`src/rtl/wb_pkg.sv`:
```
// Shared types and defaults for the writeback stage and its performance counters.
package wb_pkg;

    // Default width of every performance counter.
    localparam int CNT_W_DEF = 32;

    // Register-file writeback source select (2'b11 selects zero).
    typedef enum logic [1:0] {
        WB_PC4 = 2'b00,
        WB_ALU = 2'b01,
        WB_LD  = 2'b10
    } wbsel_e;

    // Performance counter read select.
    typedef enum logic [1:0] {
        CNT_CYC = 2'b00,
        CNT_RET = 2'b01,
        CNT_BR  = 2'b10,
        CNT_MP  = 2'b11
    } cnt_sel_e;

    // Writeback data mux; the unused encoding returns zero.
    function automatic logic [31:0] wb_mux(
        input logic [1:0]  sel,
        input logic [31:0] pc4,
        input logic [31:0] alu,
        input logic [31:0] ld
    );
        logic [31:0] res;
        res = 32'h0;
        case (sel)
            WB_PC4:  res = pc4;
            WB_ALU:  res = alu;
            WB_LD:   res = ld;
            default: res = 32'h0;
        endcase
        return res;
    endfunction

endpackage

```
`src/rtl/wb_stage_perf_if.sv`:
```
// MEM/WB pipeline-register bundle plus the register-file write port it produces.
interface wb_stage_perf_if;
    logic [31:0] pc_four_WB;
    logic [31:0] alu_WB;
    logic [31:0] i_ld_data_WB;
    logic [4:0]  WB_Rd_addr;
    logic        i_rdwren_WB;
    logic        i_insnvld_WB;
    logic [1:0]  i_wbsel_WB;
    logic        i_ctrl_WB;
    logic        i_mispred_WB;
    logic [31:0] i_pc_debug_WB;
    logic [31:0] o_rd_wdata;
    logic        o_rd_wren;
    logic [4:0]  o_rd_addr;

    // Pipeline side: drives the MEM/WB fields, observes the register-file write.
    modport master (
        output pc_four_WB, alu_WB, i_ld_data_WB, WB_Rd_addr, i_rdwren_WB,
               i_insnvld_WB, i_wbsel_WB, i_ctrl_WB, i_mispred_WB, i_pc_debug_WB,
        input  o_rd_wdata, o_rd_wren, o_rd_addr
    );

    // Writeback stage side.
    modport slave (
        input  pc_four_WB, alu_WB, i_ld_data_WB, WB_Rd_addr, i_rdwren_WB,
               i_insnvld_WB, i_wbsel_WB, i_ctrl_WB, i_mispred_WB, i_pc_debug_WB,
        output o_rd_wdata, o_rd_wren, o_rd_addr
    );
endinterface

```
`src/rtl/perf_sat_cnt.sv`:
```
// Saturating up-counter with synchronous clear and freeze (clear beats freeze beats increment).
module perf_sat_cnt #(
    parameter int CNT_W = 32
) (
    input  logic             i_clk,
    input  logic             i_rst_n,
    input  logic             i_clr,
    input  logic             i_freeze,
    input  logic             i_inc,
    output logic [CNT_W-1:0] o_cnt
);
    logic [CNT_W-1:0] r_cnt;

    // Count up, sticking at all-ones instead of wrapping.
    always_ff @(posedge i_clk) begin
        if (!i_rst_n) begin
            r_cnt <= '0;
        end else if (i_clr) begin
            r_cnt <= '0;
        end else if (i_freeze) begin
            r_cnt <= r_cnt;
        end else if (i_inc && (r_cnt != {CNT_W{1'b1}})) begin
            r_cnt <= r_cnt + 1'b1;
        end
    end

    assign o_cnt = r_cnt;
endmodule

```
`src/rtl/wb_stage_perf.sv`:
```
// Writeback stage: register-file write mux, retire view and performance counters.
// Optional mispredict-streak alarm is built when WB_MISPRED_STREAK_EN is defined.
module wb_stage_perf
    import wb_pkg::*;
#(
    parameter int CNT_W     = CNT_W_DEF,
    parameter int STREAK_TH = 4
) (
    input  logic              i_clk,
    input  logic              i_rst_n,
    wb_stage_perf_if.slave    wb,
    input  logic              i_cnt_clr,
    input  logic              i_cnt_freeze,
    input  logic [1:0]        i_cnt_sel,
    output logic              o_insn_vld,
    output logic [31:0]       o_pc_debug,
    output logic [CNT_W-1:0]  o_cnt_rdata,
    output logic              o_mispred_alarm
);
    logic [3:0]       w_inc;
    logic [CNT_W-1:0] w_cnt [4];
    logic             w_br_vld;
    logic             r_insn_vld;
    logic [31:0]      r_pc_debug;
    logic [CNT_W-1:0] r_cnt_rdata;

    // Zero-latency writeback path; x0 writes are suppressed.
    assign wb.o_rd_wdata = wb_mux(wb.i_wbsel_WB, wb.pc_four_WB, wb.alu_WB, wb.i_ld_data_WB);
    assign wb.o_rd_wren  = wb.i_rdwren_WB & wb.i_insnvld_WB & (wb.WB_Rd_addr != 5'd0);
    assign wb.o_rd_addr  = wb.WB_Rd_addr;

    // Increment strobes, indexed by cnt_sel_e encoding.
    assign w_br_vld          = wb.i_insnvld_WB & wb.i_ctrl_WB;
    assign w_inc[CNT_CYC]    = 1'b1;
    assign w_inc[CNT_RET]    = wb.i_insnvld_WB;
    assign w_inc[CNT_BR]     = w_br_vld;
    assign w_inc[CNT_MP]     = w_br_vld & wb.i_mispred_WB;

    genvar gi;
    generate
        for (gi = 0; gi < 4; gi++) begin : g_cnt
            perf_sat_cnt #(.CNT_W(CNT_W)) u_cnt (
                .i_clk    (i_clk),
                .i_rst_n  (i_rst_n),
                .i_clr    (i_cnt_clr),
                .i_freeze (i_cnt_freeze),
                .i_inc    (w_inc[gi]),
                .o_cnt    (w_cnt[gi])
            );
        end
    endgenerate

    // Retire view and registered counter read port.
    always_ff @(posedge i_clk) begin
        if (!i_rst_n) begin
            r_insn_vld  <= 1'b0;
            r_pc_debug  <= 32'h0;
            r_cnt_rdata <= '0;
        end else begin
            r_insn_vld  <= wb.i_insnvld_WB;
            r_pc_debug  <= wb.i_pc_debug_WB;
            r_cnt_rdata <= w_cnt[i_cnt_sel];
        end
    end

    assign o_insn_vld  = r_insn_vld;
    assign o_pc_debug  = r_pc_debug;
    assign o_cnt_rdata = r_cnt_rdata;

`ifdef WB_MISPRED_STREAK_EN
    localparam logic [3:0] TH4 = 4'(STREAK_TH);
    logic [3:0] r_streak;
    logic [3:0] w_streak_next;
    logic       r_alarm;

    // Mispredicted branches extend the streak (capped), correct branches reset it.
    always_comb begin
        w_streak_next = r_streak;
        if (w_br_vld) begin
            if (wb.i_mispred_WB) begin
                if (r_streak != TH4) w_streak_next = r_streak + 4'd1;
            end else begin
                w_streak_next = 4'd0;
            end
        end
    end

    // Alarm tracks the streak value being written, so it rises with the threshold edge.
    always_ff @(posedge i_clk) begin
        if (!i_rst_n || i_cnt_clr) begin
            r_streak <= 4'd0;
            r_alarm  <= 1'b0;
        end else begin
            r_streak <= w_streak_next;
            r_alarm  <= (w_streak_next == TH4);
        end
    end

    assign o_mispred_alarm = r_alarm;
`else
    logic w_unused_th;
    assign w_unused_th     = (STREAK_TH == 0);
    assign o_mispred_alarm = 1'b0;
`endif
endmodule

```
`src/flat_wrapper.sv`:
```
// flat-port wrapper written by rule: the top's interface ports become plain ports
module wb_stage_perf_flat import wb_pkg::*;
#(
    parameter int CNT_W     = CNT_W_DEF,
    parameter int STREAK_TH = 4
)
  (i_clk, i_rst_n, i_cnt_clr, i_cnt_freeze, i_cnt_sel, o_insn_vld, o_pc_debug, o_cnt_rdata, o_mispred_alarm, wb_pc_four_WB, wb_alu_WB, wb_i_ld_data_WB, wb_WB_Rd_addr, wb_i_rdwren_WB, wb_i_insnvld_WB, wb_i_wbsel_WB, wb_i_ctrl_WB, wb_i_mispred_WB, wb_i_pc_debug_WB, wb_o_rd_wdata, wb_o_rd_wren, wb_o_rd_addr);
  wb_stage_perf_if wb_i ();
  input  logic i_clk;
  input  logic i_rst_n;
  input  logic i_cnt_clr;
  input  logic i_cnt_freeze;
  input  logic [1:0] i_cnt_sel;
  output logic o_insn_vld;
  output logic [31:0] o_pc_debug;
  output logic [CNT_W-1:0] o_cnt_rdata;
  output logic o_mispred_alarm;
  input wire logic [$bits(wb_i.pc_four_WB)-1:0] wb_pc_four_WB;
  input wire logic [$bits(wb_i.alu_WB)-1:0] wb_alu_WB;
  input wire logic [$bits(wb_i.i_ld_data_WB)-1:0] wb_i_ld_data_WB;
  input wire logic [$bits(wb_i.WB_Rd_addr)-1:0] wb_WB_Rd_addr;
  input wire logic [$bits(wb_i.i_rdwren_WB)-1:0] wb_i_rdwren_WB;
  input wire logic [$bits(wb_i.i_insnvld_WB)-1:0] wb_i_insnvld_WB;
  input wire logic [$bits(wb_i.i_wbsel_WB)-1:0] wb_i_wbsel_WB;
  input wire logic [$bits(wb_i.i_ctrl_WB)-1:0] wb_i_ctrl_WB;
  input wire logic [$bits(wb_i.i_mispred_WB)-1:0] wb_i_mispred_WB;
  input wire logic [$bits(wb_i.i_pc_debug_WB)-1:0] wb_i_pc_debug_WB;
  output wire logic [$bits(wb_i.o_rd_wdata)-1:0] wb_o_rd_wdata;
  output wire logic [$bits(wb_i.o_rd_wren)-1:0] wb_o_rd_wren;
  output wire logic [$bits(wb_i.o_rd_addr)-1:0] wb_o_rd_addr;
  assign wb_i.pc_four_WB = wb_pc_four_WB;
  assign wb_i.alu_WB = wb_alu_WB;
  assign wb_i.i_ld_data_WB = wb_i_ld_data_WB;
  assign wb_i.WB_Rd_addr = wb_WB_Rd_addr;
  assign wb_i.i_rdwren_WB = wb_i_rdwren_WB;
  assign wb_i.i_insnvld_WB = wb_i_insnvld_WB;
  assign wb_i.i_wbsel_WB = wb_i_wbsel_WB;
  assign wb_i.i_ctrl_WB = wb_i_ctrl_WB;
  assign wb_i.i_mispred_WB = wb_i_mispred_WB;
  assign wb_i.i_pc_debug_WB = wb_i_pc_debug_WB;
  assign wb_o_rd_wdata = wb_i.o_rd_wdata;
  assign wb_o_rd_wren = wb_i.o_rd_wren;
  assign wb_o_rd_addr = wb_i.o_rd_addr;
  wb_stage_perf #(.CNT_W(CNT_W), .STREAK_TH(STREAK_TH)) u_core (.i_clk(i_clk), .i_rst_n(i_rst_n), .wb(wb_i), .i_cnt_clr(i_cnt_clr), .i_cnt_freeze(i_cnt_freeze), .i_cnt_sel(i_cnt_sel), .o_insn_vld(o_insn_vld), .o_pc_debug(o_pc_debug), .o_cnt_rdata(o_cnt_rdata), .o_mispred_alarm(o_mispred_alarm));
endmodule
```
`config.mk`:
```
export PLATFORM = sky130hd
export DESIGN_NAME = wb_stage_perf_flat
export DESIGN_NICKNAME = d
export VERILOG_FILES = /design/src/rtl/wb_pkg.sv /design/src/rtl/wb_stage_perf_if.sv /design/src/rtl/perf_sat_cnt.sv /design/src/rtl/wb_stage_perf.sv /design/src/flat_wrapper.sv
export SDC_FILE = /design/constraint.sdc
export NUM_CORES = 1
export LEC_CHECK = 0
export CAP_MARGIN = 20
export CORE_MARGIN = 2
export CORE_UTILIZATION = 54
export DETAILED_ROUTE_END_ITERATION = 12
export PLACE_DENSITY_LB_ADDON = 0.1
export SETUP_SLACK_MARGIN = 0.1
export SLEW_MARGIN = 10
export SYNTH_ARGS = -nofsm -noshare
export SYNTH_HDL_FRONTEND = slang
export SYNTH_SLANG_ARGS = --single-unit
```
`constraint.sdc`:
```
create_clock -name i_clk -period 4.1 [get_ports i_clk]
set_input_delay 0.82 -clock i_clk [delete_from_list [all_inputs] [get_ports i_clk]]
set_output_delay 0.82 -clock i_clk [all_outputs]
set_load 0.005 [all_outputs]
```
==> load_flow_metrics.sql, run 1 <==
INSERT INTO impl_metrics (metric_group, metric, value, unit) VALUES
('power_and_ir_drop', 'power', '3.87', 'mW'),
('setup_path', 'criticalPathCategory', 'input pin to output port', ''),
('drt', 'drt-initial-drc-count', '930', ''),
('cts', 'path_clk_slew', '0.07', 'ns'),
('synth', 'main_combinational_cell_family_by_area_after_synthesis', 'simple AND/OR/NAND/NOR gates', ''),
('grt', 'first_global_vias', '8502', ''),
('hold_path', 'holdCritPathClass', 'register to register', ''),
('placed_design', 'port_buffers', '247', ''),
('setup_path', 'cp.arrival', '2.54', 'ns'),
('synth', 'post_synth_edffs', '0', ''),
('synth', 'synth_top_cells_by_area', 'dfxtp_1 (39%), mux4_2 (7.2%), mux2i_1 (4.4%), and2_1 (4.4%), nand2_1 (3.9%)', ''),
('grt', 'grt_antenna_before_repair', '0', ''),
('synth', 'synth_largest_area_cell', 'dfxtp_1', ''),
('synth', 'synthesized_area_fraction_occupied_by_ao_oa_aoi_and_oai_cells', '0.138', ''),
('power_and_ir_drop', 'static-leakage-power', '4.43', 'nW'),
('cts', 'postCtsSetupBuffers', '0', ''),
('grt', 'gr-total-overflow', '0', ''),
('sta', 'max_slew_margin', '0.438', ''),
('cells_and_area', 'multi_input_area', '5750', 'sq um'),
('setup_path', 'startpoint_type', 'input pin', ''),
('sta', 'timing_worst_slew_pin_value', '0.841', 'ns'),
('cts', 'postCtsHoldBufs', '0', ''),
('cells_and_area', 'regArea', '3860', 'sq um'),
('sta', 'fin_skew', '0.0111', 'ns'),
('synth', 'synth_xor_area_frac', '0.0289', ''),
('synth', 'yosys-mux-area-fraction', '0.116', ''),
('placed_design', 'dpl_cell_area', '12500', 'sq um'),
('cells_and_area', 'design.final.nets', '1454', ''),
('drt', 'drt_pass1_iterations', '5', ''),
('drt', 'vias_after_detailed_routing', '9526', ''),
('setup_path', 'timing.critical_path.max_delay_family', 'buffers and inverters', ''),
('placed_design', 'dpl_worst_slack', '0.737', 'ns'),
('cells_and_area', 'finish.instance_area', '13100', 'sq um'),
('die', 'die_width', '140', 'um'),
('power_and_ir_drop', 'peakVddDrop', '0.380', 'mV'),
('setup_path', 'worstPathRequired', '3.28', 'ns'),
('sta', 'timing.final.max_slew_violations', '0', ''),
('synth', 'synth_cell_types', '62', ''),
('die', 'die_h', '140', 'um'),
('synth', 'synth_area', '9990', 'sq um'),
('setup_path', 'critical_path.endpoint_type', 'output port', ''),
('grt', 'largest_net_degree_at_the_start_of_global_routing', '55', ''),
('synth', 'synth_nets', '1247', ''),
('synth', 'post-synth-top-count-cell', 'dfxtp_1', ''),
('placed_design', 'dp_hpwl', '22500', 'um'),
('die', 'start_util', '0.554', ''),
('synth', 'fraction_of_synthesized_cell_area_taken_by_the_top_area_cell_type', '0.387', ''),
('synth', 'yosys_most_used_dff', 'dfxtp_1', ''),
('run', 'max-cap-violations', '0', ''),
('cells_and_area', 'post_route_cells_drive_above_1_share', '0.0857', ''),
('synth', 'synth_sequential_area_ratio', '0.387', ''),
('cts', 'clock_tree.htree_level_count', '4', ''),
('grt', 'grt_first_pass_wirelength', '46800', 'um'),
('setup_path', 'r2r_setup_slack', '1.28', 'ns'),
('cts', 'tritoncts', 'built', ''),
('cells_and_area', 'fillerInstances', '1371', ''),
('drt', 'drt_wl_total', '30000', 'um'),
('cts', 'cts-resized-gates', '0', ''),
('synth', 'synth.avg_cell_area', '9.09', 'sq um'),
('synth', 'asyncSetResetFlopFracSynth', '0', ''),
('synth', 'synth.top_cells.by_count', 'dfxtp_1 (193), nand2_1 (103), o21ai_0 (77)', ''),
('setup_path', 'path_max_fanout', '23', ''),
('die', 'io-pin-count', '249', ''),
('status', 'status', 'completed', ''),
('setup_path', 'worst_path_max_delay_cell', 'clkdlybuf4s50_1', ''),
('setup_path', 'critPathBufInv', '3', ''),
('synth', 'synth.yosys.warnings', '0', ''),
('setup_path', 'worstSetupPathDepth', '5', ''),
('sta', 'maxClockFrequency', '0.298', 'GHz'),
('sta', 'finalSetupViolations', '0', ''),
('sta', 'timing.setup.tns', '0', 'ns');
==> worst min-delay path by stage <==
stage,startpoint,to,slack [ns],cells past startpoint
final,u_core.g_cnt[3].u_cnt.o_cnt[19]$_SDFFE_PP0P_,u_core.g_cnt[3].u_cnt.o_cnt[19]$_SDFFE_PP0P_,0.50,2
after global routing,u_core.g_cnt[3].u_cnt.o_cnt[19]$_SDFFE_PP0P_,u_core.g_cnt[3].u_cnt.o_cnt[19]$_SDFFE_PP0P_,0.53,2
after CTS,u_core.g_cnt[3].u_cnt.o_cnt[19]$_SDFFE_PP0P_,u_core.g_cnt[3].u_cnt.o_cnt[19]$_SDFFE_PP0P_,0.50,2
after detailed placement,u_core.g_cnt[3].u_cnt.o_cnt[19]$_SDFFE_PP0P_,u_core.g_cnt[3].u_cnt.o_cnt[19]$_SDFFE_PP0P_,0.49,2
after global placement,u_core.g_cnt[3].u_cnt.o_cnt[31]$_SDFFE_PP0P_,u_core.g_cnt[3].u_cnt.o_cnt[31]$_SDFFE_PP0P_,0.47,2
after floorplan,u_core.g_cnt[3].u_cnt.o_cnt[31]$_SDFFE_PP0P_,u_core.g_cnt[3].u_cnt.o_cnt[31]$_SDFFE_PP0P_,0.45,2
==> worst min-delay path: stages, from the launching register on <==
cell,delay [ns]
dfxtp_1,0.33
o21ai_0,0.07
a21oi_1,0.06
==> cell usage in the layout, fill, tap and decap left out, types with 38 or more instances in the layout <==
cell type,instances
or3_1,46
nand3_1,38
nor2_1,58
a21oi_1,63
mux2i_1,44
dfxtp_1,193
clkdlybuf4s50_1,244
nand4_1,38
nand2_1,103
o21ai_0,77
and2_1,70
==> registers in the layout, indices dropped and copies added, names as in the netlist <==
register and cells:
u_core.o_cnt_rdata 32, u_core.o_pc_debug 32, u_core.o_insn_vld 1, u_core.g_cnt.u_cnt.o_cnt 128
==> metal layers <==
layer / global-route usage / vias up / wire length, um / share of wire
met2: 0.479 / 429 / 13900 / 0.46
met5: 0 / - / 0 / 0
met1: 0.427 / 4547 / 13000 / 0.43
met3: 0.0506 / 51 / 2600 / 0.087
li1: - / 4499 / - / -
met4: 0.0784 / 0 / 554 / 0.018
==> final cells by class <==
type                    count  share of cell area
clock buffers              17              0.0326
clock inverters            15             0.00958
flip-flops and latches    193               0.296
inverters                  16             0.00460
repair buffers            260               0.196
well taps                 229              0.0219
multi-input cells         817               0.440
==> through the flow <==
stage,utilization,std cells,hold slack (ns)
2_1_floorplan,-,1098,0.451
3_3_place_gp,0.694,1515,0.474
3_5_place_dp,0.694,1515,0.487
4_1_cts,0.725,1547,0.497
5_1_grt,0.725,1547,0.532
6_report,0.725,1547,0.504
==> cells by family (layout without fill, tap and decap cells) <==
kind of cell | Yosys count | in the layout
and+or+nand+nor | 485 | 485
AOI/OAI and AO/OA | 218 | 218
DFF | 193 | 193
buffers and inverters | 88 | 308
muxes | 76 | 76
xor gates and xnor gates | 33 | 33
adders and majority gates | 4 | 4
other | 1 | 1
==> power groups by stage <==
stage          combinational [mW]  clock [mW]  sequential (mW)
6_report                    0.405        1.57             1.90
5_1_grt                     0.434        1.66             1.90
4_1_cts                     0.406        1.58             1.90
3_5_place_dp                0.404           0             1.94
3_3_place_gp                0.398           0             1.94
2_1_floorplan               0.138           0             1.94
No activity file was read; power rests on OpenSTA's default activity.
==> run 2: changes to the inputs <==
- CORE_UTILIZATION: 54 -> 45
- clock period: 4.1 -> 2.8 ns (I/O delays scaled with it)
==> run 2 against run 1 <==
Against the previous run: clock skew up 0.00081 ns; setup slack worse by 0.45 ns; non-clock buffer count increased by 38; via count about the same; critical path depth rose by 2; worst hold slack worse by 0.0024 ns; die area grew 19%; global-route usage shrank 3.8 points; critical path type unchanged.
==> load_flow_metrics.sql, run 2 (synthesis results as in run 1) <==
INSERT INTO impl_metrics (metric_group, metric, value, unit) VALUES
('cells_and_area', 'post_route_cells_drive_above_1_share', '0.111', ''),
('setup_path', 'startpoint_type', 'input pin', ''),
('sta', 'max_slew_margin', '0.494', ''),
('placed_design', 'dp_hpwl', '23800', 'um'),
('grt', 'track_usage', '0.262', ''),
('die', 'die_width', '153', 'um'),
('cts', 'cts.sink_count', '193', ''),
('drt', 'drt.antenna.violating_nets', '0', ''),
('cts', 'insertion_delay', '0.44', 'ns'),
('drt', 'drt_wl_total', '31200', 'um'),
('drt', 'drc', '0', ''),
('sta', 'finalCritPeriodShare', '0.897', ''),
('setup_path', 'criticalPathCategory', 'input pin to output port', ''),
('cells_and_area', 'layout.cells.most_common', 'clkdlybuf4s50_1', ''),
('drt', 'drt_pass1_iterations', '5', ''),
('drt', 'drt-initial-drc-count', '688', ''),
('power_and_ir_drop', 'power.share.sequential', '0.470', ''),
('grt', 'gr-total-overflow', '0', ''),
('cts', 'cts_root_buffer_type', 'clkbuf_16', ''),
('die', 'io-pin-count', '249', ''),
('cts', 'cts.path.max_buffers', '2', ''),
('placed_design', 'place.detailed.instances', '1604', ''),
('power_and_ir_drop', 'power.combinational.fraction', '0.105', ''),
('power_and_ir_drop', 'power_density', '437', 'nW/um^2'),
('cells_and_area', 'final_core_utilization', '0.621', ''),
('sta', 'timing_worst_slew_pin_value', '0.748', 'ns'),
('cts', 'tritoncts', 'built', ''),
('cts', 'cts_made_buffers', '17', ''),
('drt', 'wl_per_cell', '19.1', 'um'),
('cells_and_area', 'largest_register_ff_count', '128', ''),
('hold_path', 'worst_hold_startpoint', 'u_core.g_cnt[1].u_cnt.o_cnt[19]$_SDFFE_PP0P_', ''),
('power_and_ir_drop', 'static-leakage-power', '4.69', 'nW'),
('setup_path', 'cp.arrival', '1.95', 'ns'),
('cells_and_area', 'layoutNonFillerInstCount', '1636', ''),
('cells_and_area', 'num_antenna_cells', '0', ''),
('cts', 'postCtsHoldBufs', '0', ''),
('run', 'max-cap-violations', '0', ''),
('setup_path', 'path_max_fanout', '14', ''),
('setup_path', 'critical_path.reg2reg.startpoint', 'u_core.g_cnt[0].u_cnt.o_cnt[0]$_SDFFE_PP0P_', ''),
('sta', 'fin_worst_hold_slack', '0.501', 'ns'),
('die', 'start_util', '0.458', ''),
('die', 'floorplan.rows', '54', ''),
('cells_and_area', 'layout.cells.most_common_list', 'clkdlybuf4s50_1 (240), dfxtp_1 (193), nand2_1 (103), o21ai_0 (76), and2_1 (70)', ''),
('placed_design', 'port_buffers', '247', ''),
('die', 'die_outline_area', '23400', 'sq um'),
('cts', 'clock_tree.htree_level_count', '4', ''),
('sta', 'maxClockFrequency', '0.398', 'GHz'),
('drt', 'vias_after_detailed_routing', '9531', ''),
('cells_and_area', 'design.final.nets', '1493', ''),
('drt', 'viasPerCell', '5.83', ''),
('hold_path', 'hold_path_stages', '2', ''),
('setup_path', 'regToRegEndpoint', 'u_core.g_cnt[0].u_cnt.o_cnt[1]$_SDFFE_PP0P_', ''),
('power_and_ir_drop', 'internal-power', '4.55', 'mW'),
('status', 'status', 'completed', ''),
('setup_path', 'worstPathRequired', '2.24', 'ns'),
('die', 'core_region_area', '21800', 'sq um'),
('sta', 'grt_setup_unrepaired', 'false', ''),
('grt', 'first_global_vias', '8674', ''),
('power_and_ir_drop', 'power.net_switching', '1.36', 'mW'),
('sta', 'period_needed', '2.51', 'ns'),
('die', 'die_h', '153', 'um'),
('setup_path', 'rr_worst_depth', '6', ''),
('hold_path', 'holdCritPathClass', 'register to register', ''),
('grt', 'largest_net_degree_at_the_start_of_global_routing', '48', ''),
('sta', 'finalSetupViolations', '0', ''),
('grt', 'grt_antenna_before_repair', '0', ''),
('power_and_ir_drop', 'pwr-share-clk', '0.425', ''),
('power_and_ir_drop', 'switching_share', '0.231', ''),
('cells_and_area', 'layout-area-overhead-vs-synth', '35.7', '%'),
('setup_path', 'r2r_setup_slack', '0.36', 'ns'),
('setup_path', 'critical_path.endpoint_type', 'output port', ''),
('sta', 'timing.final.max_slew_violations', '0', ''),
('power_and_ir_drop', 'peakVddDrop', '0.440', 'mV'),
('sta', 'fin_skew', '0.0119', 'ns'),
('grt', 'grt_first_pass_wirelength', '48900', 'um'),
('placed_design', 'gp_routability_congestion', '0.874', ''),
('hold_path', 'worstHoldEndpoint', 'u_core.g_cnt[1].u_cnt.o_cnt[19]$_SDFFE_PP0P_', ''),
('cts', 'path_clk_slew', '0.07', 'ns'),
('sta', 'timing.final.hold_violations', '0', '');
-- run 2: changes by cell type in the layout (fill, tap and decap cells not counted), sizes merged --
| cell | previous run | this run |
|---|---|---|
| clkinvlp | 4 | 2 |
| buf | 16 | 54 |
| inv | 22 | 23 |
| clkbuf | 17 | 19 |
| clkinv | 5 | 1 |
| clkdlybuf4s50 | 244 | 240 |
| bufinv | 0 | 2 |
| dlymetal6s2s | 0 | 1 |
| o31ai | 20 | 21 |
| dlygate4sd2 | 0 | 3 |
-- run 2: what timing repair did --
| action | 4_1_cts | 5_1_grt |
|---|---|---|
| hold endpoints to repair | 0 | 0 |
| setup endpoints to repair | 32 | 5 |
| gates cloned | 0 | 1 |
| gates resized for setup | 4 | 3 |
| setup buffers | 0 | 0 |
-- run 2: routing by layer --
layer | track usage | vias up | part of all wire
met5 | 0 | - | 0
met4 | 0.0825 | 0 | 0.021
met3 | 0.0476 | 56 | 0.064
met1 | 0.351 | 4561 | 0.44
li1 | - | 4573 | -
met2 | 0.432 | 341 | 0.48
-- run 2: worst max path at each step --
stage | start | to | slack (ns) | cells past startpoint
detailed placement | wb_i_wbsel_WB[1] | wb_o_rd_wdata[3] | -0.06 | 6
CTS | wb_WB_Rd_addr[1] | wb_o_rd_wren | 0.15 | 4
floorplan | u_core.g_cnt[3].u_cnt.o_cnt[0]$_SDFFE_PP0P_ | u_core.g_cnt[3].u_cnt.o_cnt[23]$_SDFFE_PP0P_ | 0.67 | 8
global placement | wb_i_wbsel_WB[1] | wb_o_rd_wdata[3] | -0.003 | 6
finish | wb_i_wbsel_WB[1] | wb_o_rd_wdata[8] | 0.29 | 7
global route | u_core.g_cnt[1].u_cnt.o_cnt[23]$_SDFFE_PP0P_ | u_core.g_cnt[1].u_cnt.o_cnt[9]$_SDFFE_PP0P_ | 0.15 | 5
-- run 2: through the flow --
step	worst slack [ns]	area, sq um	power, mW	setup TNS, ns
floorplan	0.666	9990	3.05	0
global placement	-0.00313	12900	3.46	-0.00313
detailed placement	-0.0594	12900	3.47	-0.101
CTS	0.152	13500	5.97	0
global route	0.150	13500	6.11	0
finish	0.290	13500	5.91	0
-- run 2: area by class of cell --
class | count | area, sq um
sequential | 193 | 3860
clock buffer | 19 | 453
fill | 1920 | 8280
tap | 280 | 350
timing repair buffer | 298 | 2900
multi-input combinational | 818 | 5770
clock inverter | 12 | 146
inverter | 16 | 60.1
-- run 2: power groups by stage --
stage / clock network (mW) / logic [mW] / registers, mW
6_report: 2.51 / 0.624 / 2.78
5_1_grt: 2.66 / 0.672 / 2.78
4_1_cts: 2.57 / 0.629 / 2.78
3_5_place_dp: 0 / 0.628 / 2.84
3_3_place_gp: 0 / 0.622 / 2.84
2_1_floorplan: 0 / 0.202 / 2.85
-- run 2: worst max-delay path, stage by stage --
cell	delay (ns)
dlygate4sd2_1	0.26
nor2b_2	0.15
buf_4	0.16
buf_12	0.14
nand2_1	0.05
o21ai_0	0.07
clkdlybuf4s50_1	0.54
==> run 3: changes to the inputs <==
- RECOVER_POWER: default -> 25
- SKIP_CTS_REPAIR_TIMING: default -> 1
==> run 3 against run 2 <==
Against the previous run: non-clock buffer count unchanged; final area is the same; die area stayed put; clock skew down 0.0017 ns; sequential power about the same; utilization unchanged; total power about the same; sequential cell count is the same; sequential share of layout area did not move; highest routed layer unchanged.
==> load_flow_metrics.sql, run 3 (synthesis results as in run 1) <==
INSERT INTO impl_metrics (metric_group, metric, value, unit) VALUES
('sta', 'max_slew_margin', '0.290', ''),
('sta', 'timing_worst_slew_pin_value', '1.06', 'ns'),
('placed_design', 'port_buffers', '247', ''),
('setup_path', 'critical_path.reg2reg.startpoint', 'u_core.g_cnt[0].u_cnt.o_cnt[0]$_SDFFE_PP0P_', ''),
('cells_and_area', 'post_route_cells_drive_above_1_share', '0.111', ''),
('status', 'status', 'completed', ''),
('power_and_ir_drop', 'static-leakage-power', '4.69', 'nW'),
('cts', 'tritoncts', 'built', ''),
('cts', 'path_clk_slew', '0.07', 'ns'),
('drt', 'drt_wl_total', '31200', 'um'),
('setup_path', 'r2r_setup_slack', '0.36', 'ns'),
('die', 'die_width', '153', 'um'),
('die', 'start_util', '0.458', ''),
('grt', 'track_usage', '0.262', ''),
('setup_path', 'critical_path.endpoint_type', 'output port', ''),
('run', 'max-cap-violations', '0', ''),
('setup_path', 'startpoint', 'wb_pc_four_WB[10]', ''),
('grt', 'gr-total-overflow', '0', ''),
('sta', 'timing.final.max_slew_violations', '0', ''),
('cells_and_area', 'layout.cells.most_common_list', 'clkdlybuf4s50_1 (232), dfxtp_1 (193), nand2_1 (103), o21ai_0 (76), a21oi_1 (63)', ''),
('grt', 'largest_net_degree_at_the_start_of_global_routing', '48', ''),
('die', 'core_region_area', '21800', 'sq um'),
('power_and_ir_drop', 'power_density', '437', 'nW/um^2'),
('hold_path', 'hold_path_stages', '2', ''),
('cts', 'cts.path.max_buffers', '2', ''),
('sta', 'finalSetupViolations', '0', ''),
('sta', 'period_needed', '2.64', 'ns'),
('drt', 'vias_after_detailed_routing', '9535', ''),
('die', 'floorplan.rows', '54', ''),
('setup_path', 'regToRegEndpoint', 'u_core.g_cnt[0].u_cnt.o_cnt[1]$_SDFFE_PP0P_', ''),
('setup_path', 'path_max_fanout', '1', ''),
('cells_and_area', 'design.final.nets', '1493', ''),
('grt', 'grt_first_pass_wirelength', '48900', 'um'),
('placed_design', 'gp_routability_congestion', '0.874', ''),
('cts', 'insertion_delay', '0.44', 'ns'),
('sta', 'timing.setup.tns', '0', 'ns'),
('sta', 'timing.final.hold_violations', '0', ''),
('cts', 'clock_tree.htree_level_count', '4', ''),
('cells_and_area', 'largest_register_ff_count', '128', ''),
('cells_and_area', 'num_antenna_cells', '0', ''),
('grt', 'grt_antenna_before_repair', '0', ''),
('drt', 'drc', '0', ''),
('grt', 'first_global_vias', '8671', ''),
('placed_design', 'dp_hpwl', '23800', 'um'),
('setup_path', 'criticalPathCategory', 'input pin to output port', ''),
('setup_path', 'rr_worst_depth', '6', ''),
('setup_path', 'cp-endpoint', 'wb_o_rd_wdata[10]', ''),
('power_and_ir_drop', 'peakVddDrop', '0.442', 'mV'),
('hold_path', 'holdCritPathClass', 'register to register', ''),
('cells_and_area', 'layout-area-overhead-vs-synth', '35.7', '%'),
('drt', 'wl_per_cell', '19.1', 'um'),
('setup_path', 'cp.arrival', '2.08', 'ns'),
('cells_and_area', 'finish.instance_area', '13500', 'sq um'),
('sta', 'maxClockFrequency', '0.378', 'GHz'),
('sta', 'finalCritPeriodShare', '0.944', ''),
('die', 'die_outline_area', '23400', 'sq um'),
('drt', 'drt-initial-drc-count', '716', ''),
('cts', 'cts_root_buffer_type', 'clkbuf_16', ''),
('die', 'die_h', '153', 'um'),
('drt', 'drt.antenna.violating_nets', '0', ''),
('cts', 'cts_made_buffers', '17', ''),
('placed_design', 'dpl_cell_area', '12900', 'sq um'),
('drt', 'viasPerCell', '5.83', ''),
('cells_and_area', 'layout.cells.most_common', 'clkdlybuf4s50_1', ''),
('sta', 'fin_skew', '0.0101', 'ns'),
('cts', 'cts.sink_count', '193', ''),
('sta', 'grt_setup_unrepaired', 'false', ''),
('setup_path', 'startpoint_type', 'input pin', ''),
('drt', 'drt_pass1_iterations', '5', ''),
('setup_path', 'worstPathRequired', '2.24', 'ns'),
('die', 'io-pin-count', '249', '');
## run 3: cell types whose count changed in the layout (fill, tap and decap cells not counted), moves of 2 or more
cell	delta
dlygate4sd2_1	-3
clkdlybuf4s50_1	-8
and2_0	+25
buf_4	-2
dlygate4sd3_1	+10
clkbuf_2	+2
and2_1	-25
## run 3: power breakdown
| group | internal, mW | switching [mW] |
|---|---|---|
| registers | 2.77 | 0.00909 |
| logic | 0.394 | 0.229 |
| clock network | 1.38 | 1.13 |
| total | 4.55 | 1.37 |
## run 3: stage by stage
step           instances   util  hold WS [ns]  setup WS (ns)  power, mW
2_1_floorplan       1098      -         0.451          0.666       3.05
3_3_place_gp        1604  0.592         0.474       -0.00313       3.46
3_5_place_dp        1604  0.592         0.486        -0.0594       3.47
4_1_cts             1635  0.620         0.498        -0.0617       5.98
5_1_grt             1636  0.621         0.524          0.148       6.11
6_report            1636  0.621         0.502          0.156       5.92
## run 3: worst min-delay path by stage
stage / to / start / slack (ns)
floorplan: u_core.g_cnt[3].u_cnt.o_cnt[31]$_SDFFE_PP0P_ / u_core.g_cnt[3].u_cnt.o_cnt[31]$_SDFFE_PP0P_ / 0.45
global placement: u_core.g_cnt[3].u_cnt.o_cnt[31]$_SDFFE_PP0P_ / u_core.g_cnt[3].u_cnt.o_cnt[31]$_SDFFE_PP0P_ / 0.47
detailed placement: u_core.g_cnt[1].u_cnt.o_cnt[19]$_SDFFE_PP0P_ / u_core.g_cnt[1].u_cnt.o_cnt[19]$_SDFFE_PP0P_ / 0.49
CTS: u_core.g_cnt[1].u_cnt.o_cnt[19]$_SDFFE_PP0P_ / u_core.g_cnt[1].u_cnt.o_cnt[19]$_SDFFE_PP0P_ / 0.50
global route: u_core.g_cnt[3].u_cnt.o_cnt[29]$_SDFFE_PP0P_ / u_core.g_cnt[3].u_cnt.o_cnt[29]$_SDFFE_PP0P_ / 0.52
finish: u_core.g_cnt[3].u_cnt.o_cnt[29]$_SDFFE_PP0P_ / u_core.g_cnt[3].u_cnt.o_cnt[29]$_SDFFE_PP0P_ / 0.50
## run 3: final cells by class
cell class              instances  area, sq um
clock buffers                  19          453
clock inverters                12          146
fillers                      1919         8280
inverters                      16         60.1
multi-input cells             818         5770
flip-flops and latches        193         3860
well taps                     280          350
repair buffers                298         2900
## run 3: layer usage
layer | wire (um) | vias up | GRT usage
li1 | - | 4570 | -
met1 | 13800 | 4565 | 0.351
met2 | 14800 | 348 | 0.432
met3 | 1920 | 52 | 0.0476
met4 | 653 | 0 | 0.0825
met5 | 0 | - | 0
## run 3: critical path, cell delays in order
cell,delay [ns]
clkdlybuf4s50_1,0.48
mux2i_1,0.07
o21ai_0,0.38
clkdlybuf4s50_1,0.59
==> edit, RTL diff (config.mk and constraints of run 2) <==
The output `o_pc_debug` loses its register stage (`r_pc_debug` becomes a continuous assignment).
--- a/src/rtl/wb_stage_perf.sv
+++ b/src/rtl/wb_stage_perf.sv
@@ -54,14 +54,14 @@
     always_ff @(posedge i_clk) begin
         if (!i_rst_n) begin
             r_insn_vld  <= 1'b0;
-            r_pc_debug  <= 32'h0;
             r_cnt_rdata <= '0;
         end else begin
             r_insn_vld  <= wb.i_insnvld_WB;
-            r_pc_debug  <= wb.i_pc_debug_WB;
             r_cnt_rdata <= w_cnt[i_cnt_sel];
         end
     end
+
+    assign r_pc_debug = wb.i_pc_debug_WB;
 
     assign o_insn_vld  = r_insn_vld;
     assign o_pc_debug  = r_pc_debug;
Check against the original RTL: not equivalent (a bounded check fails within 4 cycles, from zero or initial values and one cycle with i_rst_n low).
==> edit against run 2 <==
- design area shrank 12%
- cell count shrank 8.8%
- synthesized cell count shrank 3.6%
- largest cell class unchanged
- first-iteration DRC count shrank 20%
- power shrank 14%
- largest power group unchanged
- worst setup slack lost 0.17 ns
- critical endpoint is now wb_o_rd_wdata[0]
- highest routed layer unchanged
- routed wire length shrank 8.8%
- sequential cell count shrank 32
- critical path depth shrank 1
- synthesized area shrank 7.5%
==> edit: results (changes against run 2) <==
r2r-start: "u_core.g_cnt[3].u_cnt.o_cnt[0]"  # was u_core.g_cnt[0].u_cnt.o_cnt[0]
via_per_inst: 5.89  # was 5.83
wl_per_cell_um: 19.1  # about the same
grtUsageMet2: 0.421  # was 0.432
cts_resized: 0  # was 4
r2r_setup_slack_ns: 0.43  # was 0.36 ns
timing.rr.end: "u_core.g_cnt[3].u_cnt.o_cnt[2]"  # was u_core.g_cnt[0].u_cnt.o_cnt[1]
port-buffer-count: 183  # was 247
synth-compound-area-share: 0.155  # was 0.138
synthTopCellsByArea: "dfxtp_1 (35%), mux4_2 (7.6%), mux2i_1 (5.0%)"  # was dfxtp_1 (39%), mux4_2 (7.2%), mux2i_1 (4.4%)
n_fill_cell: 1836  # was 1920
powerComb_uw: 500  # was 624 uW
grt_max_degree: 45  # was 48
drive_gt1_frac: 0.115  # was 0.111
grt_use_met1: 0.347  # was 0.351
syn-num-nets: 1208  # was 1247
gp_congestion: 0.848  # was 0.874
fin_nets: 1358  # was 1493
drt_iter0_markers: 547  # was 688
wl_met1_um: 12500  # was 13700 um
synth.mux.area_fraction: 0.128  # was 0.116
p_per_area_nw_per_um2: 426  # was 437 nW/um2
gr-usage-met3: 0.0531  # was 0.0476
path_max_fanout: 16  # was 14
p_int_uw: 3850  # was 4550 uW
synth_xor_area_frac: 0.0171  # was 0.0289
grt_pass1_vias: 7775  # was 8674
critPathCapture: "wb_o_rd_wdata[0]"  # was wb_o_rd_wdata[8]
status: "finished, final reports clean"  # unchanged
grt_pass1_wl_um: 43800  # was 48900 um
timing.final.crit_share: 0.956  # was 0.897
dr_wl_met3_um: 2000  # was 1990 um
## edit: cell types whose count changed in the layout (fill, tap and decap cells not counted), sizes merged, moves of 10 or more
cell,delta
dlymetal6s2s,+15
dfxtp,-32
and3,+10
and2,-32
o31ai,+12
clkdlybuf4s50,-75
a21oi,+18
xnor2,-15
nor2,-11
and4,-10
or3,+13
## edit: cell type report
class | instances | share of cell area
inverter | 11 | 0.00347
sequential | 161 | 0.271
timing repair buffer | 228 | 0.192
clock inverter | 14 | 0.0109
clock buffer | 18 | 0.0369
multi-input combinational | 790 | 0.457
tap | 270 | 0.0284
## edit: how the worst min path moves through the flow
stage,startpoint,to,slack (ns),depth (start not counted)
CTS,u_core.g_cnt[1].u_cnt.o_cnt[31],u_core.g_cnt[1].u_cnt.o_cnt[31],0.49,2
global placement,u_core.g_cnt[1].u_cnt.o_cnt[31],u_core.g_cnt[1].u_cnt.o_cnt[31],0.47,2
global route,u_core.g_cnt[1].u_cnt.o_cnt[31],u_core.g_cnt[1].u_cnt.o_cnt[31],0.51,2
finish,u_core.g_cnt[1].u_cnt.o_cnt[31],u_core.g_cnt[1].u_cnt.o_cnt[31],0.49,2
detailed placement,u_core.g_cnt[1].u_cnt.o_cnt[31],u_core.g_cnt[1].u_cnt.o_cnt[31],0.48,2
floorplan,u_core.g_cnt[0].u_cnt.o_cnt[6],u_core.g_cnt[0].u_cnt.o_cnt[6],0.45,1
## edit: metrics by stage
step	utilization	setup WS, ns	hold WS [ns]	instance area [um2]	cells
2_1_floorplan	-	0.678	0.446	9240	1059
3_3_place_gp	0.557	0.104	0.468	11200	1453
3_5_place_dp	0.557	0.0546	0.479	11200	1453
4_1_cts	0.585	0.0868	0.488	11800	1485
5_1_grt	0.591	0.0477	0.509	11900	1492
6_report	0.591	0.122	0.490	11900	1492
